**src/rtl/qcldpc_pkg.sv**
```systemverilog
// Shared types and helpers for the QC-LDPC encode sequencer.
package qcldpc_pkg;

  typedef enum logic [2:0] {
    IDLE   = 3'd0,
    FEED   = 3'd1,
    DRAIN  = 3'd2,
    PARITY = 3'd3,
    OUT    = 3'd4
  } seq_state_t;

  localparam logic [2:0] ST_IDLE   = IDLE;
  localparam logic [2:0] ST_FEED   = FEED;
  localparam logic [2:0] ST_DRAIN  = DRAIN;
  localparam logic [2:0] ST_PARITY = PARITY;
  localparam logic [2:0] ST_OUT    = OUT;

  function automatic int unsigned onehot_to_idx(input logic [31:0] oh);
    int unsigned idx;
    idx = 32'd0;
    for (int i = 0; i < 32; i++) begin
      if (oh[i]) idx = $unsigned(i);
    end
    return idx;
  endfunction

  // Each Z owns a contiguous (IB+PB)*PB slice of the shift-value ROM.
  function automatic int unsigned rom_base(input int unsigned zidx,
                                           input int unsigned ib,
                                           input int unsigned pb);
    return zidx * (ib + pb) * pb;
  endfunction

endpackage

```
**src/rtl/qcldpc_return_tracker.sv**
```systemverilog
// Counts shifter returns, gates accumulation and (with QCLDPC_SEQ_WATCHDOG_EN)
// times out a DRAIN phase whose returns never arrive.
module qcldpc_return_tracker
  import qcldpc_pkg::*;
#(
  parameter int unsigned NUM_INFO_BLKS = 20,
  parameter int unsigned PIPE_LAT      = 7
) (
  input  logic       CLK,
  input  logic       rst_n,
  input  logic [2:0] state,
  input  logic       shf_valid_ret,
  output logic       acc_en,
  output logic       ret_done
`ifdef QCLDPC_SEQ_WATCHDOG_EN
  ,
  output logic       timeout,
  output logic       err_timeout
`endif
);

  localparam int CW = $clog2(NUM_INFO_BLKS + 1);

  if (PIPE_LAT < 1) begin : g_bad_lat
    $error("PIPE_LAT must be at least 1");
  end

  logic [CW-1:0] ret_cnt_r;

  assign acc_en   = shf_valid_ret & ((state == ST_FEED) | (state == ST_DRAIN));
  // Done also fires in the very cycle the last return lands.
  assign ret_done = (ret_cnt_r == CW'(NUM_INFO_BLKS)) |
                    (acc_en & (ret_cnt_r == CW'(NUM_INFO_BLKS - 1)));

  // Return counter, cleared whenever the sequencer is idle.
  always_ff @(posedge CLK) begin
    if (!rst_n) begin
      ret_cnt_r <= '0;
    end else if (state == ST_IDLE) begin
      ret_cnt_r <= '0;
    end else if (acc_en && (ret_cnt_r != CW'(NUM_INFO_BLKS))) begin
      ret_cnt_r <= ret_cnt_r + CW'(1);
    end
  end

`ifdef QCLDPC_SEQ_WATCHDOG_EN
  localparam int unsigned LIMIT = PIPE_LAT + NUM_INFO_BLKS + 2;
  localparam int DW = $clog2(LIMIT + 1);

  logic [DW-1:0] drain_cnt_r;

  assign timeout = (state == ST_DRAIN) & (drain_cnt_r == DW'(LIMIT - 1)) & ~ret_done;

  // DRAIN residency counter and registered timeout pulse.
  always_ff @(posedge CLK) begin
    if (!rst_n) begin
      drain_cnt_r <= '0;
      err_timeout <= 1'b0;
    end else begin
      err_timeout <= timeout;
      if (state != ST_DRAIN) begin
        drain_cnt_r <= '0;
      end else if (drain_cnt_r != DW'(LIMIT)) begin
        drain_cnt_r <= drain_cnt_r + DW'(1);
      end
    end
  end
`endif

endmodule

```
**src/rtl/qcldpc_encode_sequencer.sv**
```systemverilog
// Control FSM sequencing one QC-LDPC block through ROM, shifters and accumulators.
// Optional DRAIN watchdog: define QCLDPC_SEQ_WATCHDOG_EN.
module qcldpc_encode_sequencer
  import qcldpc_pkg::*;
#(
  parameter int unsigned NUM_Z           = 3,
  parameter int unsigned NUM_INFO_BLKS   = 20,
  parameter int unsigned NUM_PARITY_BLKS = 4,
  parameter int unsigned PIPE_LAT        = 7,
  parameter int unsigned PARITY_CYCLES   = 4,
  parameter int unsigned ROM_AW          = 9
) (
  input  logic              CLK,
  input  logic              rst_n,
  input  logic [NUM_Z-1:0]  req_z,
  input  logic              in_valid,
  input  logic              in_last,
  output logic              in_ready,
  output logic [ROM_AW-1:0] rom_addr,
  output logic              shf_valid,
  input  logic              shf_valid_ret,
  output logic              acc_clr,
  output logic              acc_en,
  output logic              par_gen,
  output logic              out_valid,
  input  logic              out_ready,
  output logic              busy,
  output logic              err_z,
  output logic              err_last
`ifdef QCLDPC_SEQ_WATCHDOG_EN
  ,
  output logic              err_timeout
`endif
);

  localparam int CW = $clog2(NUM_INFO_BLKS + 1);
  localparam int ZW = (NUM_Z > 1) ? $clog2(NUM_Z) : 1;
  localparam int PW = $clog2(PARITY_CYCLES + 1);

  if (ROM_AW < $clog2((NUM_INFO_BLKS + NUM_PARITY_BLKS) * NUM_PARITY_BLKS * NUM_Z)) begin : g_bad_aw
    $error("ROM_AW too small for the ROM layout");
  end

  logic [2:0]        state_r;
  logic [CW-1:0]     col_cnt_r;
  logic [ZW-1:0]     zidx_r;
  logic [PW-1:0]     par_cnt_r;
  logic              accept_s;
  logic              ret_done_s;
  logic              timeout_s;
  logic [ZW-1:0]     zidx_new_s;
  logic [ROM_AW-1:0] base_new_s;
  logic [ROM_AW-1:0] base_cur_s;

  assign in_ready   = (state_r == ST_IDLE) | (state_r == ST_FEED);
  assign busy       = (state_r != ST_IDLE);
  assign accept_s   = in_valid & in_ready;
  assign zidx_new_s = ZW'(onehot_to_idx(32'(req_z)));
  assign base_new_s = ROM_AW'(rom_base(32'(zidx_new_s), NUM_INFO_BLKS, NUM_PARITY_BLKS));
  assign base_cur_s = ROM_AW'(rom_base(32'(zidx_r), NUM_INFO_BLKS, NUM_PARITY_BLKS));

  qcldpc_return_tracker #(
    .NUM_INFO_BLKS (NUM_INFO_BLKS),
    .PIPE_LAT      (PIPE_LAT)
  ) u_tracker (
    .CLK           (CLK),
    .rst_n         (rst_n),
    .state         (state_r),
    .shf_valid_ret (shf_valid_ret),
    .acc_en        (acc_en),
    .ret_done      (ret_done_s)
`ifdef QCLDPC_SEQ_WATCHDOG_EN
    ,
    .timeout       (timeout_s),
    .err_timeout   (err_timeout)
`endif
  );

`ifndef QCLDPC_SEQ_WATCHDOG_EN
  assign timeout_s = 1'b0;
`endif

  // Sequencer FSM with registered datapath controls and error pulses.
  always_ff @(posedge CLK) begin
    if (!rst_n) begin
      state_r   <= ST_IDLE;
      col_cnt_r <= '0;
      zidx_r    <= '0;
      par_cnt_r <= '0;
      rom_addr  <= '0;
      shf_valid <= 1'b0;
      acc_clr   <= 1'b0;
      par_gen   <= 1'b0;
      out_valid <= 1'b0;
      err_z     <= 1'b0;
      err_last  <= 1'b0;
    end else begin
      shf_valid <= 1'b0;
      acc_clr   <= 1'b0;
      err_z     <= 1'b0;
      err_last  <= 1'b0;
      case (state_r)
        ST_IDLE: begin
          if (accept_s) begin
            if (!$onehot(req_z)) begin
              err_z <= 1'b1;
            end else if (in_last) begin
              // A one-beat block is always early; nothing is launched.
              zidx_r   <= zidx_new_s;
              err_last <= 1'b1;
              acc_clr  <= 1'b1;
            end else begin
              zidx_r    <= zidx_new_s;
              rom_addr  <= base_new_s;
              shf_valid <= 1'b1;
              acc_clr   <= 1'b1;
              col_cnt_r <= CW'(1);
              state_r   <= ST_FEED;
            end
          end
        end
        ST_FEED: begin
          if (accept_s) begin
            if (col_cnt_r == CW'(NUM_INFO_BLKS - 1)) begin
              rom_addr  <= base_cur_s + ROM_AW'(col_cnt_r);
              shf_valid <= 1'b1;
              col_cnt_r <= col_cnt_r + CW'(1);
              err_last  <= ~in_last;
              state_r   <= ST_DRAIN;
            end else if (in_last) begin
              err_last  <= 1'b1;
              acc_clr   <= 1'b1;
              col_cnt_r <= '0;
              state_r   <= ST_IDLE;
            end else begin
              rom_addr  <= base_cur_s + ROM_AW'(col_cnt_r);
              shf_valid <= 1'b1;
              col_cnt_r <= col_cnt_r + CW'(1);
            end
          end
        end
        ST_DRAIN: begin
          if (timeout_s) begin
            acc_clr   <= 1'b1;
            col_cnt_r <= '0;
            state_r   <= ST_IDLE;
          end else if (ret_done_s) begin
            par_cnt_r <= '0;
            par_gen   <= 1'b1;
            state_r   <= ST_PARITY;
          end
        end
        ST_PARITY: begin
          if (par_cnt_r == PW'(PARITY_CYCLES - 1)) begin
            par_gen   <= 1'b0;
            out_valid <= 1'b1;
            state_r   <= ST_OUT;
          end else begin
            par_cnt_r <= par_cnt_r + PW'(1);
          end
        end
        ST_OUT: begin
          if (out_ready) begin
            out_valid <= 1'b0;
            col_cnt_r <= '0;
            state_r   <= ST_IDLE;
          end
        end
        default: begin
          par_gen   <= 1'b0;
          out_valid <= 1'b0;
          col_cnt_r <= '0;
          state_r   <= ST_IDLE;
        end
      endcase
    end
  end

endmodule

```
**config.mk**
```make
export PLATFORM = sky130hd
export DESIGN_NAME = qcldpc_encode_sequencer
export DESIGN_NICKNAME = d
export VERILOG_FILES = /design/src/rtl/qcldpc_pkg.sv /design/src/rtl/qcldpc_return_tracker.sv /design/src/rtl/qcldpc_encode_sequencer.sv
export SDC_FILE = /design/constraint.sdc
export NUM_CORES = 1
export LEC_CHECK = 0
export CORE_MARGIN = 3
export CORE_UTILIZATION = 53
export CTS_CLUSTER_DIAMETER = 60
export DETAILED_ROUTE_END_ITERATION = 8
export DONT_BUFFER_PORTS = 1
export GPL_TIMING_DRIVEN = 0
export PLACE_DENSITY = 0.7
export RECOVER_POWER = 50
export SLEW_MARGIN = 20
export SYNTH_ARGS = -nofsm -noshare
export SYNTH_HDL_FRONTEND = slang
export SYNTH_SLANG_ARGS = --single-unit
```
**constraint.sdc**
```tcl
create_clock -name CLK -period 7.5 [get_ports CLK]
set_clock_uncertainty 0.2 [all_clocks]
set_input_delay 1.5 -clock CLK [delete_from_list [all_inputs] [get_ports CLK]]
set_output_delay 1.5 -clock CLK [all_outputs]
set_load 0.03 [all_outputs]
```
==> out/metrics.csv, run 1 <==
metric,value,unit
antenna fix cells,0,
tightest hold margin,0.271,ns
largest net degree at the start of global routing,11,
Crit Path Category,input pin to output port,
htree depth,2,
CP bufs+invs,0,
M2 GR Usage,0.314,
Worst slew margin,0.602,
placed inst area,0.00185,mm²
flop2flop setup slack,5.14,ns
Post-CTS Hold Fix Bufs,0,
endpoints failing setup,0,
Critical Path RT,5.80,ns
first-pass GRT wire length,6180,µm
routed vias,1498,
Fin. Hold Viols,0,
"critical path, cell by cell",nor2b_1 > and2_0,
XOR/XNOR share of the synthesized area,0.0147,
post-CTS setup buffer count,0,
Worst path max stage delay,0.45,ns
ys async rst share,0,
Synth area leader,dfxtp_1,
clk_lat worst skew,0.33,ns
Synth Area in Compound Gates,0.198,
initial core utilization,0.572,
number of synthesized flops with an enable pin,0,
grt ovf,0,
IO Count,27,
M3 GR Usage,0.0756,
TritonCTS Sinks,33,
YS warnings,0,
initial antenna violation count,0,
static leakage,0.673,nW
layout cells sized above 1,0.108,
post-synth net total,223,
Max Slew Vio Count,0,
hold crit path type,flop to flop,
fmax,262,MHz
Synth area leaders,"dfxtp_1, ha_1, nand3_1",
CTS tree,done,
top_reg_cell synth,dfxtp_1,
WL/cell,14.6,µm
CP top delay family,simple AND/OR/NAND/NOR gates,
mux contribution to synthesized area,0.0280,
PD cells,194,mW/mm²
Post-Syn Area per Cell,8.73,µm²
Max-Cap Viols,0,
post-layout util,0.603,
TritonCTS buffer count,5,
Post-Syn Area,0.00179,mm²
main combinational cell family by area after synthesis,simple AND/OR/NAND/NOR gates,
FILL cells,289,
Cell Rows,20,
Initial DRC Count,87,
Synth-to-Final Area Change,5.38,%
Routed Wire Length,3760,µm
DIE WIDTH,64.1,µm
"Seq/Total Area, Yosys",0.369,
Vias/cell,5.83,
Setup Total Neg Slack,0,ns
peak supply drop,0.103,mV
CP Max Fanout,3,
die area,0.00411,mm²
global routing usage on met1,0.227,
Antenna Nets Post-Route,0,
Post-Synth Simple-Gate Area,0.259,
CTS resizes,0,
Syn Inst Count,205,
Tmin final,3.81,ns
CP endpoint kind,output port,
top-count cell post-synth,dfxtp_1,
Pwr Total,366,µW
Tightest Pin Transition,0.591,ns
RSZ-0062 raised after global routing,no,
# DRC,0,
number of global-route vias before repair,1408,
post-synthesis cell type count,51,
period utilization,0.509,
Core Footprint,0.00313,mm²
top-area cell type share of the netlist area,0.369,
CP Launch Type,input pin,
I/O Buffers,0,
clock buffer depth,2,
CP max-delay cell,and2_0,
"flops & latches, synth",33,
Post-synth top cells,"dfxtp_1, nand3_1, a21oi_1, nand2_1, nor2_1",
die height,64.1,µm
drt first pass iters,4,
clk root buf,clkbuf_4,
post-DP HPWL,2820,µm
GPL Wtd Cong,0.806,
Worst-path clk slew,0.09,ns
outcome,finished clean,
GRT Resource Usage Total,0.190,
Post-Synth Adder-Cell Area,0.0671,
GR peak layer,met2,
final net count,230,
Final Instance Area,0.00189,mm²
"Arr. time, crit path",2.11,ns
registers in the layout (all words and copies together) (netlist names):
name,cells
rom_addr,9
col_cnt_r,5
u_tracker.ret_cnt_r,5
par_cnt_r,3
state_r,3
zidx_r,2
acc_clr,1
err_last,1
err_z,1
out_valid,1
par_gen,1
shf_valid,1
final timing paths:
check        depth (start not counted)                                   to                      start
max                                  2                               acc_en              shf_valid_ret
max reg2reg                          6  u_tracker.ret_cnt_r[3]$_SDFFE_PP0P_    state_r[2]$_SDFFE_PN0P_
min                                  1            par_cnt_r[0]$_SDFFE_PN0P_  par_cnt_r[0]$_SDFFE_PN0P_
min reg2reg                          1            par_cnt_r[0]$_SDFFE_PN0P_  par_cnt_r[0]$_SDFFE_PN0P_
area by class of cell:
| cell class | count | area (µm²) | share of cell area |
|---|---|---|---|
| Clock buffer | 8 | 48.8 | 0.0259 |
| Multi-Input combinational cell | 149 | 1010 | 0.534 |
| Buffer | 11 | 68.8 | 0.0365 |
| Tap cell | 44 | 55.1 | 0.0292 |
| Sequential cell | 33 | 661 | 0.350 |
| Inverter | 12 | 45.0 | 0.0239 |
stage by stage:
stage	worst slack (ns)	instances
after floorplan	3.81	205
after global placement	3.76	249
after detailed placement	3.76	249
after CTS	3.76	257
after global routing	3.63	257
final	3.69	257
layer usage:
layer | vias up | wire length (µm)
met5 | - | 0
met4 | 0 | 31
met3 | 2 | 297
met2 | 34 | 1730
met1 | 705 | 1700
li1 | 757 | -
cell families (layout without fill, tap and decap cells):
family / count (synthesis) / after routing
AOI/OAI and AO/OA: 50 / 50
xor gates and xnor gates: 3 / 3
adders and majority gates: 9 / 9
buffers and inverters: 23 / 31
DFF: 33 / 33
muxes: 5 / 5
and+or+nand+nor: 82 / 82
power by group:
| group | leakage, nW | internal [mW] | switching (mW) |
|---|---|---|---|
| Clock | 0.0265 | 0.0373 | 0.0557 |
| Combinational | 0.380 | 0.0294 | 0.0541 |
| Sequential | 0.267 | 0.181 | 0.00877 |
placed cells by master (no fill, tap or decap), drive strengths merged, types with 2 or more instances in the layout:
master	n
xor2	2
nor4b	2
a21oi	17
nor3	8
o31ai	4
and2	2
nand4	2
a31oi	2
nor2	15
buf	7
or3b	2
o22ai	4
nand3	20
or3	2
inv	12
mux2i	5
nand2b	6
o21ai	12
clkbuf	12
dfxtp	33
nand2	15
ha	8
and2b	2
No activity file was read; power rests on OpenSTA's default activity.
==> run 2: changes to the inputs <==
PLACE_DENSITY = 0.73   (was 0.7)
clock period = 3.3 ns   (was 7.5 ns; I/O delays follow)
==> out/metrics.csv, run 2 (synthesis results as in run 1) <==
metric,value,unit,change
outcome,finished clean,,
htree depth,2,,unchanged
TritonCTS Sinks,33,,unchanged
clk_lat worst skew,0.34,ns,about the same
CP Max Fanout,10,,+7
CP top delay family,simple AND/OR/NAND/NOR gates,,
# DRC,0,,unchanged
Cell Rows,20,,unchanged
"critical path, cell by cell",inv_1 > fa_1 > and2b_1 > and2_1 > o211ai_2 > buf_2 > nand3_1 > o31ai_1,,
clock buffer depth,2,,unchanged
PD cells,490,mW/mm²,+150%
CTS resizes,0,,unchanged
hold crit path type,input pin to flop,,
Core Footprint,0.00313,mm²,unchanged
biggest regs,"rom_addr (9), col_cnt_r (5), u_tracker.ret_cnt_r (5)",,
layout cells sized above 1,0.108,,unchanged
Max Slew Vio Count,0,,unchanged
number of flip-flops in the largest register,9,,unchanged
initial antenna violation count,0,,unchanged
Antenna Nets Post-Route,0,,unchanged
TritonCTS buffer count,5,,unchanged
FILL cells,286,,-1.0%
Setup WS post-layout,0.769,ns,-2.92 ns
Initial DRC Count,63,,-28%
routed vias,1521,,+1.5%
largest net degree at the start of global routing,11,,unchanged
CP Launch Type,input pin,,
tightest hold margin,0.228,ns,-0.0428 ns
Vias/cell,5.92,,+1.5%
"most common cell after layout, fill and taps aside",dfxtp_1,,
antenna fix cells,0,,unchanged
Final Instance Area,0.00191,mm²,+1.4%
grt ovf,0,,unchanged
die height,64.1,µm,unchanged
"Arr. time, crit path",2.59,ns,+0.48 ns
fmax,395,MHz,
CP endpoint kind,flop,,
post-CTS setup buffer count,0,,unchanged
post-DP HPWL,2900,µm,+2.6%
first-pass GRT wire length,6620,µm,+7.3%
static leakage,0.683,nW,+1.5%
Fin. Hold Viols,0,,unchanged
Worst path max stage delay,0.51,ns,+0.06 ns
RSZ-0062 raised after global routing,no,,
Tmin final,2.53,ns,
die area,0.00411,mm²,unchanged
Routed Wire Length,3920,µm,+4.3%
placed inst area,0.00185,mm²,unchanged
endpoints failing setup,0,,unchanged
CP max-delay cell,fa_1,,
period utilization,0.767,,
initial core utilization,0.572,,unchanged
Largest Register,rom_addr,,
IO Count,27,,unchanged
Sequential cell area,661,µm²,unchanged
Max-Cap Viols,0,,unchanged
final net count,230,,unchanged
Synth-to-Final Area Change,6.85,%,
peak supply drop,0.336,mV,+230%
number of global-route vias before repair,1418,,+0.71%
clk root buf,clkbuf_4,,
CTS tree,done,,
most frequent cells in the layout,"dfxtp_1, nand3_1, a21oi_1, nand2_1, nor2_1",,
GPL Wtd Cong,0.866,,+7.4%
DIE WIDTH,64.1,µm,unchanged
multi-input logic area,0.00101,mm²,-0.12%
Crit Path Category,input pin to flop,,
drt first pass iters,4,,unchanged
Critical Path RT,3.36,ns,-2.44 ns
Tightest Pin Transition,0.762,ns,+0.171 ns
Post-CTS Hold Fix Bufs,0,,unchanged
WL/cell,15.2,µm,+4.3%
Worst-path clk slew,0.10,ns,about the same
Setup Total Neg Slack,0,ns,unchanged
CP bufs+invs,2,,+2
pre-CTS WS,0.406,ns,-3.36 ns
I/O Buffers,0,,unchanged
GRT Resource Usage Total,0.206,,+0.0163
Worst slew margin,0.488,,-0.114
run 2: cell type report:
type                    count  area share
inverters                  12      0.0235
clock inverters             1      0.0157
plain buffers              11      0.0314
flip-flops and latches     33       0.345
multi-input cells         149       0.526
well taps                  44      0.0288
clock buffers               7      0.0288
run 2: path summary, 6_finish.rpt:
path,from,to,slack [ns],cells after the start
max,req_z[0],rom_addr[5]$_SDFFE_PN0P_,0.77,8
min,in_valid,err_z$_SDFF_PN0_,0.23,2
max reg2reg,state_r[0]$_SDFFE_PN0P_,rom_addr[5]$_SDFFE_PN0P_,0.90,7
min reg2reg,par_cnt_r[0]$_SDFFE_PN0P_,par_cnt_r[0]$_SDFFE_PN0P_,0.29,1
run 2: stage by stage:
step	power, mW	instances	util
2_1_floorplan	0.594	205	-
3_3_place_gp	0.625	249	0.590
3_5_place_dp	0.631	249	0.590
4_1_cts	0.948	257	0.617
5_1_grt	0.979	257	0.612
6_report	0.937	257	0.612
run 2: routing by layer:
| metal | up-vias | GRT usage | part of all wire |
|---|---|---|---|
| met5 | - | 0 | 0 |
| met3 | 12 | 0.0703 | 0.081 |
| met1 | 711 | 0.258 | 0.44 |
| met2 | 46 | 0.320 | 0.46 |
| li1 | 752 | - | - |
| met4 | 0 | 0.0923 | 0.020 |
run 2: worst reg2reg max path, cell delays in order, from the launching register on:
cell      delay (ns)
dfxtp_1         0.32
clkbuf_1        0.23
inv_1           0.16
nor3_1          0.67
clkbuf_1        0.42
nor3_1          0.08
a21oi_1         0.13
o31ai_1         0.08
run 2: power by group:
| part | internal [mW] | switching [mW] | total (mW) | leakage, nW |
|---|---|---|---|---|
| clock | 0.181 | 0.141 | 0.321 | 0.0455 |
| combinational | 0.0612 | 0.125 | 0.186 | 0.371 |
| sequential | 0.411 | 0.0193 | 0.430 | 0.267 |
| total | 0.653 | 0.284 | 0.937 | 0.683 |
